===== src/rtl/sar_conv_ctrl_if.sv =====
// Downstream valid/ready sample stream between sar_conv_ctrl and the digital back end.
interface sar_conv_ctrl_if;
    logic [7:0] dout_data;
    logic       dout_valid;
    logic       dout_ready;

    modport master (output dout_data, output dout_valid, input dout_ready);
    modport slave  (input dout_data, input dout_valid, output dout_ready);
endinterface


===== src/rtl/sar_conv_ctrl.sv =====
// Host-side initiator for the 8-bit SAR ADC core: paced cnvst pulses, eoc timeout,
// show-ahead sample FIFO and sticky overflow/timeout flags.
module sar_conv_ctrl #(
    parameter int FIFO_DEPTH = 4,
    parameter int TIMEOUT    = 63,
    parameter int PER_W      = 8
) (
    input  logic             clk,
    input  logic             rst,
    input  logic             en,
    input  logic [PER_W-1:0] period,
    input  logic             eoc,
    input  logic [7:0]       sar,
    output logic             cnvst,
    output logic             busy,
    output logic             overflow,
    output logic             timeout_err,
    input  logic             err_clr,
    sar_conv_ctrl_if.master  dout
);
    localparam int PTR_W = $clog2(FIFO_DEPTH);
    localparam int CNT_W = $clog2(FIFO_DEPTH + 1);
    localparam int TO_W  = $clog2(TIMEOUT + 1);

    typedef enum logic [1:0] {IDLE, START, WAIT_EOC, HOLDOFF} state_t;

    state_t           state, state_next;
    logic [PER_W-1:0] per_cnt;
    logic [TO_W-1:0]  to_cnt;
    logic             push, to_hit;

    logic [7:0]       mem [FIFO_DEPTH];
    logic [PTR_W-1:0] wr_ptr, rd_ptr;
    logic [CNT_W-1:0] count;
    logic             full, pop, push_ok;

    always_comb begin
        // NOTE: every output of this block gets a default first, so no path can infer a latch.
        state_next = state;
        push       = 1'b0;
        to_hit     = 1'b0;
        case (state)
            IDLE:     if (en) state_next = START;
            START:    state_next = WAIT_EOC;
            WAIT_EOC: begin
                if (eoc) begin
                    push       = 1'b1;
                    state_next = HOLDOFF;
                end else if (to_cnt == TO_W'(TIMEOUT)) begin
                    to_hit     = 1'b1;
                    state_next = HOLDOFF;
                end
            end
            HOLDOFF:  if (per_cnt == '0) state_next = en ? START : IDLE;
            default:  state_next = IDLE;
        endcase
    end

    // The hold-off count is period-2: START and the last HOLDOFF cycle complete the interval.
    always_ff @(posedge clk) begin
        // NOTE: rst is synchronous, so it is only a priority branch inside the clocked block.
        if (rst) begin
            state   <= IDLE;
            cnvst   <= 1'b0;
            busy    <= 1'b0;
            per_cnt <= '0;
            to_cnt  <= '0;
        end else begin
            state <= state_next;
            cnvst <= (state_next == START);
            busy  <= (state_next != IDLE);
            if (state == START) begin
                per_cnt <= (period > PER_W'(2)) ? period - PER_W'(2) : '0;
                to_cnt  <= '0;
            end else begin
                if (per_cnt != '0) per_cnt <= per_cnt - PER_W'(1);
                if (state == WAIT_EOC) to_cnt <= to_cnt + TO_W'(1);
            end
        end
    end

    assign dout.dout_valid = (count != '0);
    assign dout.dout_data  = mem[rd_ptr];
    assign pop             = dout.dout_valid && dout.dout_ready;
    assign full            = (count == CNT_W'(FIFO_DEPTH));
    assign push_ok         = push && (!full || pop);

    always_ff @(posedge clk) begin
        if (rst) begin
            // NOTE: the storage is cleared too, so dout_data reads 0 straight out of reset.
            for (int i = 0; i < FIFO_DEPTH; i++) mem[i] <= '0;
            wr_ptr      <= '0;
            rd_ptr      <= '0;
            count       <= '0;
            overflow    <= 1'b0;
            timeout_err <= 1'b0;
        end else begin
            if (push_ok) begin
                mem[wr_ptr] <= sar;
                wr_ptr      <= wr_ptr + PTR_W'(1);
            end
            if (pop) rd_ptr <= rd_ptr + PTR_W'(1);
            case ({push_ok, pop})
                2'b10:   count <= count + CNT_W'(1);
                2'b01:   count <= count - CNT_W'(1);
                default: count <= count;
            endcase
            // A set event in the same cycle as err_clr keeps the flag high.
            overflow    <= (push && full && !pop) || (overflow && !err_clr);
            timeout_err <= to_hit || (timeout_err && !err_clr);
        end
    end
endmodule

===== src/flat_wrapper.sv =====
// flat-port wrapper written by rule: the top's interface ports become plain ports
module sar_conv_ctrl_flat 
#(
    parameter int FIFO_DEPTH = 4,
    parameter int TIMEOUT    = 63,
    parameter int PER_W      = 8
)
  (clk, rst, en, period, eoc, sar, cnvst, busy, overflow, timeout_err, err_clr, dout_dout_data, dout_dout_valid, dout_dout_ready);
  sar_conv_ctrl_if dout_i ();
  input  logic clk;
  input  logic rst;
  input  logic en;
  input  logic [PER_W-1:0] period;
  input  logic eoc;
  input  logic [7:0] sar;
  output logic cnvst;
  output logic busy;
  output logic overflow;
  output logic timeout_err;
  input  logic err_clr;
  output wire logic [$bits(dout_i.dout_data)-1:0] dout_dout_data;
  output wire logic [$bits(dout_i.dout_valid)-1:0] dout_dout_valid;
  input wire logic [$bits(dout_i.dout_ready)-1:0] dout_dout_ready;
  assign dout_dout_data = dout_i.dout_data;
  assign dout_dout_valid = dout_i.dout_valid;
  assign dout_i.dout_ready = dout_dout_ready;
  sar_conv_ctrl #(.FIFO_DEPTH(FIFO_DEPTH), .TIMEOUT(TIMEOUT), .PER_W(PER_W)) u_core (.clk(clk), .rst(rst), .en(en), .period(period), .eoc(eoc), .sar(sar), .cnvst(cnvst), .busy(busy), .overflow(overflow), .timeout_err(timeout_err), .err_clr(err_clr), .dout(dout_i));
endmodule

===== config.mk =====
export PLATFORM = sky130hd
export DESIGN_NAME = sar_conv_ctrl_flat
export DESIGN_NICKNAME = d
export VERILOG_FILES = /design/src/rtl/sar_conv_ctrl_if.sv /design/src/rtl/sar_conv_ctrl.sv /design/src/flat_wrapper.sv
export SDC_FILE = /design/constraint.sdc
export NUM_CORES = 1
export LEC_CHECK = 0
export ABC_AREA = 1
export CORE_MARGIN = 2
export CORE_UTILIZATION = 50
export CTS_BUF_LIST = sky130_fd_sc_hd__clkbuf_4 sky130_fd_sc_hd__clkbuf_8 sky130_fd_sc_hd__clkbuf_16
export DETAILED_ROUTE_END_ITERATION = 16
export PLACE_DENSITY = 0.75
export RECOVER_POWER = 50
export SLEW_MARGIN = 10
export SYNTH_ARGS = -nofsm -noshare
export SYNTH_HDL_FRONTEND = slang
export SYNTH_SLANG_ARGS = --single-unit

===== constraint.sdc =====
create_clock -name clk -period 1.7 [get_ports clk]
set_input_delay 0.17 -clock clk [delete_from_list [all_inputs] [get_ports clk]]
set_output_delay 0.17 -clock clk [all_outputs]
set_load 0.02 [all_outputs]

After elaboration in Yosys (flattened, before gate mapping)
Memories as Yosys holds them, arrays and structs flattened. A register that Yosys moved wholly into a read port is not among the register bits.
Index checks and enable logic that the tools add are counted.

storage, ports and cells
  register bits = 27
  input bits = 22
  memories kept = 1
  output and inout port bits = 13
  logic and storage cells = 73
  memory bits (writable) = 32

memory list
  name        depth  bits a word  read ports  clocked after Yosys merged registers in  write ports  RTL line             source
  u_core.mem  4      8            1           1                                        4            sar_conv_ctrl.sv:32  logic [7:0] mem [FIFO_DEPTH];

cells by class
  reduce and logical (&&, ||, !) cells = 21
  $add $sub $neg = 7
  eq/ne operators = 8
  magnitude comparators = 1
  muxes and demuxes = 25

operator list
  kind                                                                              number
  8-bit two-way mux                                                                 4
  2-bit two-way mux                                                                 7
  1-bit two-way mux                                                                 12
  8-bit by 2-bit greater-than comparator with 1-bit output (second input constant)  1
  8-bit zero test                                                                   1
  2-bit one-hot mux with 4 select lines                                             1
  8-bit nonzero test                                                                1
  8-bit OR reduction                                                                1
  8-bit by 1-bit subtractor with 8-bit output (second input constant)               1
  8-bit by 2-bit subtractor with 8-bit output (second input constant)               1
  6-bit by 1-bit adder with 6-bit output (second input constant)                    1
  2-bit by 1-bit == test with 1-bit output (second input constant)                  3
  2-bit == test (second input constant)                                             3
  6-bit == test (second input constant)                                             1
  1-bit logical AND                                                                 6
  3-bit one-hot mux with 2 select lines                                             1
  2-bit nonzero test                                                                3
  2-bit by 1-bit adder with 2-bit output (second input constant)                    2
  3-bit by 1-bit adder with 3-bit output (second input constant)                    1
  3-bit == test (second input constant)                                             1
  1-bit zero test                                                                   3
  1-bit logical OR                                                                  3
  3-bit nonzero test                                                                1
  3-bit by 1-bit subtractor with 3-bit output (second input constant)               1
  2 further kinds                                                                   2

Depth between registers and ports, before layout
Gate-level depths: netlist of the first run.

  depth after elaboration = 9
  gate-level depth with buffers = 11
  mapped depth without buffers = 11

Least setup slack after synthesis of the first run
Ideal clock, no wire load.

  path type = reg-to-reg
  start = register u_core.count[2]
  end = register u_core.count[2]
  setup time = 0.122 ns
  buffers on the path = 0
  clock period less this slack = 1.824 ns
  data arrival time = 1.702 ns
  data required time = 1.578 ns
  path slack = -0.124 ns
  stages on the path, launching flop included = 10
  cells stage by stage = dfxtp_1 inv_1 a21oi_1 ha_1 inv_1 fa_1 a21oi_1 o21ai_0 o21ai_0 a21oi_1

between the ends
  cells in the longest elaborated chain, start to end = 6
  elaborated cells between the ends (all ways) = 12
  classes of those cells = 2 x add/sub; 3 x eq/ne; 1 x mux; 6 x reduce/logical

RTL lines
  what                                                                                RTL line              source
  start, declared                                                                     sar_conv_ctrl.sv:34   logic [CNT_W-1:0] count;
  start signal, assigned                                                              sar_conv_ctrl.sv:104  2'b10: count <= count + CNT_W'(1);
  start signal, assigned                                                              sar_conv_ctrl.sv:105  2'b01: count <= count - CNT_W'(1);
  start signal, assigned                                                              sar_conv_ctrl.sv:106  default: count <= count;
  3-bit nonzero test (*)                                                              sar_conv_ctrl.sv:82   assign dout.dout_valid = (count != '0);
  1-bit logical AND (*)                                                               sar_conv_ctrl.sv:84   assign pop = dout.dout_valid && dout.dout_ready;
  named net u_core.pop                                                                sar_conv_ctrl.sv:35   logic full, pop, push_ok;
  1-bit logical OR                                                                    sar_conv_ctrl.sv:86   assign push_ok = push && (!full || pop);
  1-bit logical AND                                                                   sar_conv_ctrl.sv:86
  2-bit by 1-bit == test with 1-bit output / 2-bit == test (equally long branches)    sar_conv_ctrl.sv:103  case ({push_ok, pop})
  3-bit one-hot mux with 2 select lines / 2-bit nonzero test (equally long branches)  --

Mark *: on every way through the listed nets, which the timed path passes. The rest lies on a longest branch.
A chain may end at the register's enable or synchronous reset.

Worst setup path after layout of the first run
Same ends and word-level chain as after synthesis.

==> results by group, run 1 <==
Power
  • Leakage: 0.00164 uW
  • Tot Pwr: 4450 uW
  • PwrDens: 1140 nW/um^2
  • Max VDD drop: 0.670 mV

Placed design
  • Worst slack, placed: -0.232 ns
  • Hpwl dp: 4670 um
  • Final GP Congestion: 0.857
  • PortBufs: 34
  • Placed cells: 481

Die
  • Die Width: 81.1 um
  • CORE AREA: 5820 um^2
  • Num ports: 35
  • Row Count: 28
  • Die H: 81.1 um
  • Starting Density: 0.511
  • Die area: 6570 um^2

Synth
  • Seq cells post-synth: 61
  • Post-Synth XOR/XNOR Area: 0.0177
  • Synth Area in Compound Gates: 0.105
  • Warnings, synthesis: 0
  • Syn avg cell area: 8.39 um^2
  • Synth cell types: 29
  • Proportion of synthesized area in mux cells: 0
  • Syn Std Cell Area: 2970 um^2
  • Adder-cell share of the synthesized area: 0.0236
  • Largest family of logic cells by synthesized area: simple AND/OR/NAND/NOR gates
  • Post-Syn Nets: 381
  • Syn Inst Count: 354
  • Sequential fraction of the synthesis area: 0.519
  • Post-synthesis simple-gate area fraction: 0.272

Drt
  • Vias per cell: 5.07
  • DR pass1 iterations: 5
  • Routed via count: 2539
  • Final ANT Viol Nets: 0
  • DRC violations left: 0
  • Total Routed Length: 6580 um
  • Drt wl/cell: 13.1 um
  • Iter 0 DRT Violations: 164

Min path
  • Hold WC Path Type: reg2reg

Clock tree
  • CTS root buf: clkbuf_8
  • Clk_lat worst skew: 0.33 ns
  • Max clock buf depth: 2
  • CTS tree: built
  • Clock sink count: 61
  • CTS buffer count: 9
  • Post-CTS Hold Buffers: 0
  • Reg clk slew, reported paths: 0.07 ns
  • # H-tree levels: 3

Timing
  • RSZ-0062 raised after global routing: true
  • Setup_tns: 0 ns
  • Count of pins over their slew limit: 0
  • Final setup margin: 0.0164 ns
  • Worst Max-Slew Pin Slew: 0.348 ns
  • Hold Fails Final Rpt: 0
  • F_max: 594 MHz
  • Setup violations, final: 0
  • Relative slew slack: 0.768
  • Final worst-path cycle share: 0.990
  • Fin crit period: 1.68 ns
  • Skew final: 0.00453 ns

Global route
  • Pin count of the biggest net entering global routing: 14
  • Initial antenna violation count: 0
  • First-pass GRT wire length: 10900 um
  • Total track usage: 0.220
  • Vias in the first global route: 2458
  • Congestion Overflow GR: 0

Critical path
  • Startpoint Class: register
  • Worst-path maximum fanout: 4
  • Crit path DAT: 1.91 ns
  • Path type of the worst setup path: reg2reg
  • Nature of the critical path endpoint: register
  • R2R Setup Slk: 0.02 ns
  • Critical Path RT: 1.92 ns

Cells and area
  • Layout area overhead: 31.0%
  • # fillers: 502
  • Final nets: 448
  • Final std cells w/o fill: 501
  • Most frequent cells in the layout: nor2_1 (79), nand2_1 (55), inv_1 (39)
  • Layout cells sized above 1: 0.188
  • Diodes inserted: 0
  • Commonest non-fill, non-tap cell in the layout: nor2_1
  • Final Core Density: 0.669

Run status
  • Status: completed

Flow run
  • Max-Cap Viols: 0
==> layout make-up <==
cell class | instances | area [um^2] | area share
Inverter | 45 | 171 | 0.0441
Tap cell | 75 | 93.8 | 0.0241
Clock inverter | 5 | 72.6 | 0.0186
Timing Repair Buffer | 60 | 572 | 0.147
Clock buffer | 11 | 151 | 0.0389
Multi-Input combinational cell | 244 | 1270 | 0.328
Sequential cell | 61 | 1560 | 0.400
==> cells in the mapped netlist (all sizes together) <==
master  instances  area, um^2
o22ai           8        50.1
or2             1        6.26
a21oi          17        85.1
buf             2        10.0
nor2           87         370
o21ai          34         170
xnor2           4        35.0
ha              4        50.1
nand4           3        18.8
nor3b           2        15.0
edfxtp         32         961
nor3            5        30.0
o21a            1        7.51
fa              1        20.0
nand2          59         244
dfxtp          29         581
nand3          16         123
inv            45         169
clkbuf          2        7.51
xor2            2        17.5
==> sequential cells by signal, summed over array words and instances (netlist names), named ones only <==
name / flops
u_core.to_cnt: 6
u_core.busy: 1
u_core.count: 3
u_core.per_cnt: 8
u_core.cnvst: 1
u_core.wr_ptr: 2
u_core.state: 2
u_core.mem: 32
u_core.rd_ptr: 2
u_core.timeout_err: 1
u_core.overflow: 1
==> what timing repair did <==
action / in CTS / in global routing
pin swaps: 4 / 3
cloned: 0 / 0
setup endpoints to repair: 11 / 30
resized for setup: 19 / 20
setup buffers: 2 / 2
==> cell families after synthesis <==
logic type / Yosys count
adder cells (fa/ha/maj): 5
flip-flops: 61
XOR/XNOR: 6
buffers and inverters: 49
AND/OR/NAND/NOR: 173
AO/OA/AOI/OAI: 60
==> report_power, final <==
part / switching, uW / internal [uW]
Sequential: 92.1 / 1690
Combinational: 730 / 504
Clock: 543 / 893
==> layer usage <==
layer / wire length (um) / track usage / share of wire / vias up
met5: 0 / 0 / 0 / -
met4: 74 / 0.0864 / 0.011 / 0
met3: 310 / 0.0433 / 0.047 / 8
met2: 3420 / 0.398 / 0.52 / 60
met1: 2770 / 0.257 / 0.42 / 1173
li1: - / - / - / 1298
==> through the flow <==
stage	cell area [um^2]	hold WS, ns
CTS	3880	0.469
detailed placement	3630	0.457
global placement	3630	0.450
global route	3890	0.482
finish	3890	0.467
floorplan	2990	0.345
==> critical path, cell delays in order (launching register included) <==
cell,delay (ns)
dfxtp_2,0.36
inv_1,0.09
a21oi_2,0.20
ha_4,0.15
inv_2,0.04
fa_2,0.35
a21oi_2,0.12
o21ai_1,0.08
o21ai_1,0.12
a21oi_1,0.05
==> worst paths after layout <==
path,startpoint,endpoint,cells after the start
hold / removal,u_core.timeout_err,u_core.timeout_err,2
setup reg to reg,u_core.count[2],u_core.count[2],9
hold reg to reg,u_core.timeout_err,u_core.timeout_err,2
setup / recovery,u_core.count[2],u_core.count[2],9
(Power assumes the default switching activity.)
==> inputs of run 2 (changes only) <==
Settings changed: CORE_UTILIZATION 50 to 60, CTS_CLUSTER_SIZE from default to 24, PLACE_DENSITY 0.75 to 0.85.
Clock period 1.7 ns to 2.13 ns, I/O delays scaled along.
==> run 2 against run 1 <==
Effect of this change:
- utilization is 8.1 points higher
- worst setup slack better by 0.082 ns
- cell count is 5.0% lower
- critical path depth is 4 lower
- count of clock-buffer cells in the layout stayed put
- die area is 16% lower
- sequential power is 21% lower
- clock skew is 0.0054 ns higher
- global-route usage is 4.6 points higher
- combinational power is 27% lower
- hold slack better by 0.0022 ns
- critical path type is now reg2out
==> results by group, run 2 (synthesized netlist as in run 1, its figures left out) <==
Power
  • PwrDens: 937 nW/um^2
  • Leakage: 0.00154 uW
  • Max VDD drop: 0.795 mV

Global route
  • Total track usage: 0.266
  • Initial antenna violation count: 0
  • Vias in the first global route: 2464
  • First-pass GRT wire length: 10900 um
  • Congestion Overflow GR: 0
  • Pin count of the biggest net entering global routing: 17

Critical path
  • Crit path DAT: 1.82 ns
  • R2R depth: 7
  • Worst-path maximum fanout: 13
  • Path type of the worst setup path: reg2out
  • R2R Setup Slk: 0.15 ns
  • Critical Path RT: 1.92 ns
  • Nature of the critical path endpoint: output port
  • Startpoint Class: register

Cells and area
  • Final Core Density: 0.750
  • Final nets: 431
  • Largest register FFs: 32
  • Diodes inserted: 0
  • Most frequent cells in the layout: nor2_1 (85), nand2_1 (57), inv_1 (42)
  • Layout cells sized above 1: 0.0782
  • Top flop regs: u_core.mem (32), u_core.per_cnt (8), u_core.to_cnt (6)
  • # fillers: 367
  • Layout area overhead: 20.1%
  • Largest reg by FF count: u_core.mem
  • Commonest non-fill, non-tap cell in the layout: nor2_1

Drt
  • Iter 0 DRT Violations: 232
  • Vias per cell: 5.29
  • Final ANT Viol Nets: 0
  • M1 wire length: 2680 um
  • Met3 wire len: 297 um
  • Drt wl/cell: 13.9 um
  • Total Routed Length: 6630 um
  • DR pass1 iterations: 4
  • DR WL met2: 3520 um
  • Routed via count: 2517
  • DR top layer: met4
  • DRC violations left: 0

Clock tree
  • Post-CTS Hold Buffers: 0
  • CTS tree: built
  • CTS root buf: clkbuf_8
  • # H-tree levels: 3
  • Post-CTS Setup Repair Bufs: 0
  • Max clock buf depth: 2
  • Reg clk slew, reported paths: 0.07 ns
  • Clock sink count: 61
  • Clk_lat worst skew: 0.35 ns
  • CTS buffer count: 9

Placed design
  • Final GP Congestion: 0.923
  • Hpwl dp: 4850 um
  • PortBufs: 34

Die
  • Die area: 5530 um^2
  • Die H: 74.4 um
  • Starting Density: 0.625
  • Row Count: 25
  • CORE AREA: 4750 um^2
  • Num ports: 35
  • Die Width: 74.4 um

Timing
  • Worst Max-Slew Pin Slew: 0.430 ns
  • Final worst-path cycle share: 0.954
  • Fin crit period: 2.03 ns
  • RSZ-0062 raised after global routing: false
  • Setup_tns: 0 ns
  • Hold Fails Final Rpt: 0
  • Relative slew slack: 0.712
  • F_max: 492 MHz
  • Skew final: 0.00993 ns
  • Count of pins over their slew limit: 0
  • Setup violations, final: 0

Run status
  • Status: completed

Min path
  • Hold WC Path Type: reg2reg
  • Worst Hold Depth: 2

Flow run
  • Max-Cap Viols: 0
[run 2: cell count changes in the layout (fill, tap and decap cells not counted), moves of 4 or more]
cell | before | now
buf_12 | 5 | 0
buf_4 | 20 | 5
clkbuf_1 | 0 | 4
clkbuf_2 | 5 | 0
dfxtp_1 | 22 | 27
dlygate4sd3_1 | 0 | 5
nand3_4 | 4 | 0
nor2_1 | 79 | 85
o21ai_0 | 29 | 34
o21ai_1 | 5 | 0
[run 2: area by class of cell]
cell class / instances / area [um^2] / share of cell area
multi-input cells: 244 / 1170 / 0.329
repair buffers: 43 / 400 / 0.112
flip-flops and latches: 61 / 1540 / 0.433
clock inverters: 5 / 51.3 / 0.0144
clock buffers: 11 / 145 / 0.0407
inverters: 45 / 169 / 0.0474
well taps: 67 / 83.8 / 0.0235
[run 2: through the flow]
step | instance area (um^2) | worst slack (ns) | instances | hold slack (ns) | total power [uW]
finish | 3570 | 0.0984 | 476 | 0.470 | 3340
detailed placement | 3440 | -0.0302 | 460 | 0.464 | 2360
floorplan | 2970 | 0.306 | 354 | 0.388 | 2060
global placement | 3440 | 0.0944 | 460 | 0.455 | 2330
CTS | 3640 | 0.00270 | 476 | 0.473 | 3360
global route | 3570 | 0.0117 | 476 | 0.495 | 3520
[run 2: per-layer routing]
metal	vias to the layer above	global-route usage
met5	-	0
met4	0	0.113
met3	10	0.0691
met2	75	0.478
met1	1170	0.299
li1	1262	-
[run 2: worst max-delay path, cell delays in order, from the launching register on]
cell,delay (ns)
dfxtp_1,0.31
inv_1,0.11
buf_4,0.20
nor2_1,0.06
o22ai_1,0.17
clkdlybuf4s50_1,0.62
[run 2: report_power, final]
group	internal (uW)	total [uW]	leakage [uW]	switching (uW)
Sequential	1340	1410	0.000569	67.7
Clock	577	1030	0.000100	455
Combinational	353	901	0.000872	548
[run 2: path summary, 6_finish.rpt]
check | end | startpoint
worst min register to register | u_core.timeout_err | u_core.timeout_err
worst min-delay path | u_core.timeout_err | u_core.timeout_err
worst max-delay path | dout_dout_data[4] | register
worst max register to register | u_core.mem[3][1] | u_core.state[1]
[run 2: repair_timing]
action                                  4_1_cts  5_1_grt
endpoints found under the setup margin        0        6
endpoints found under the hold margin         0        0
gates resized for setup                       0        6
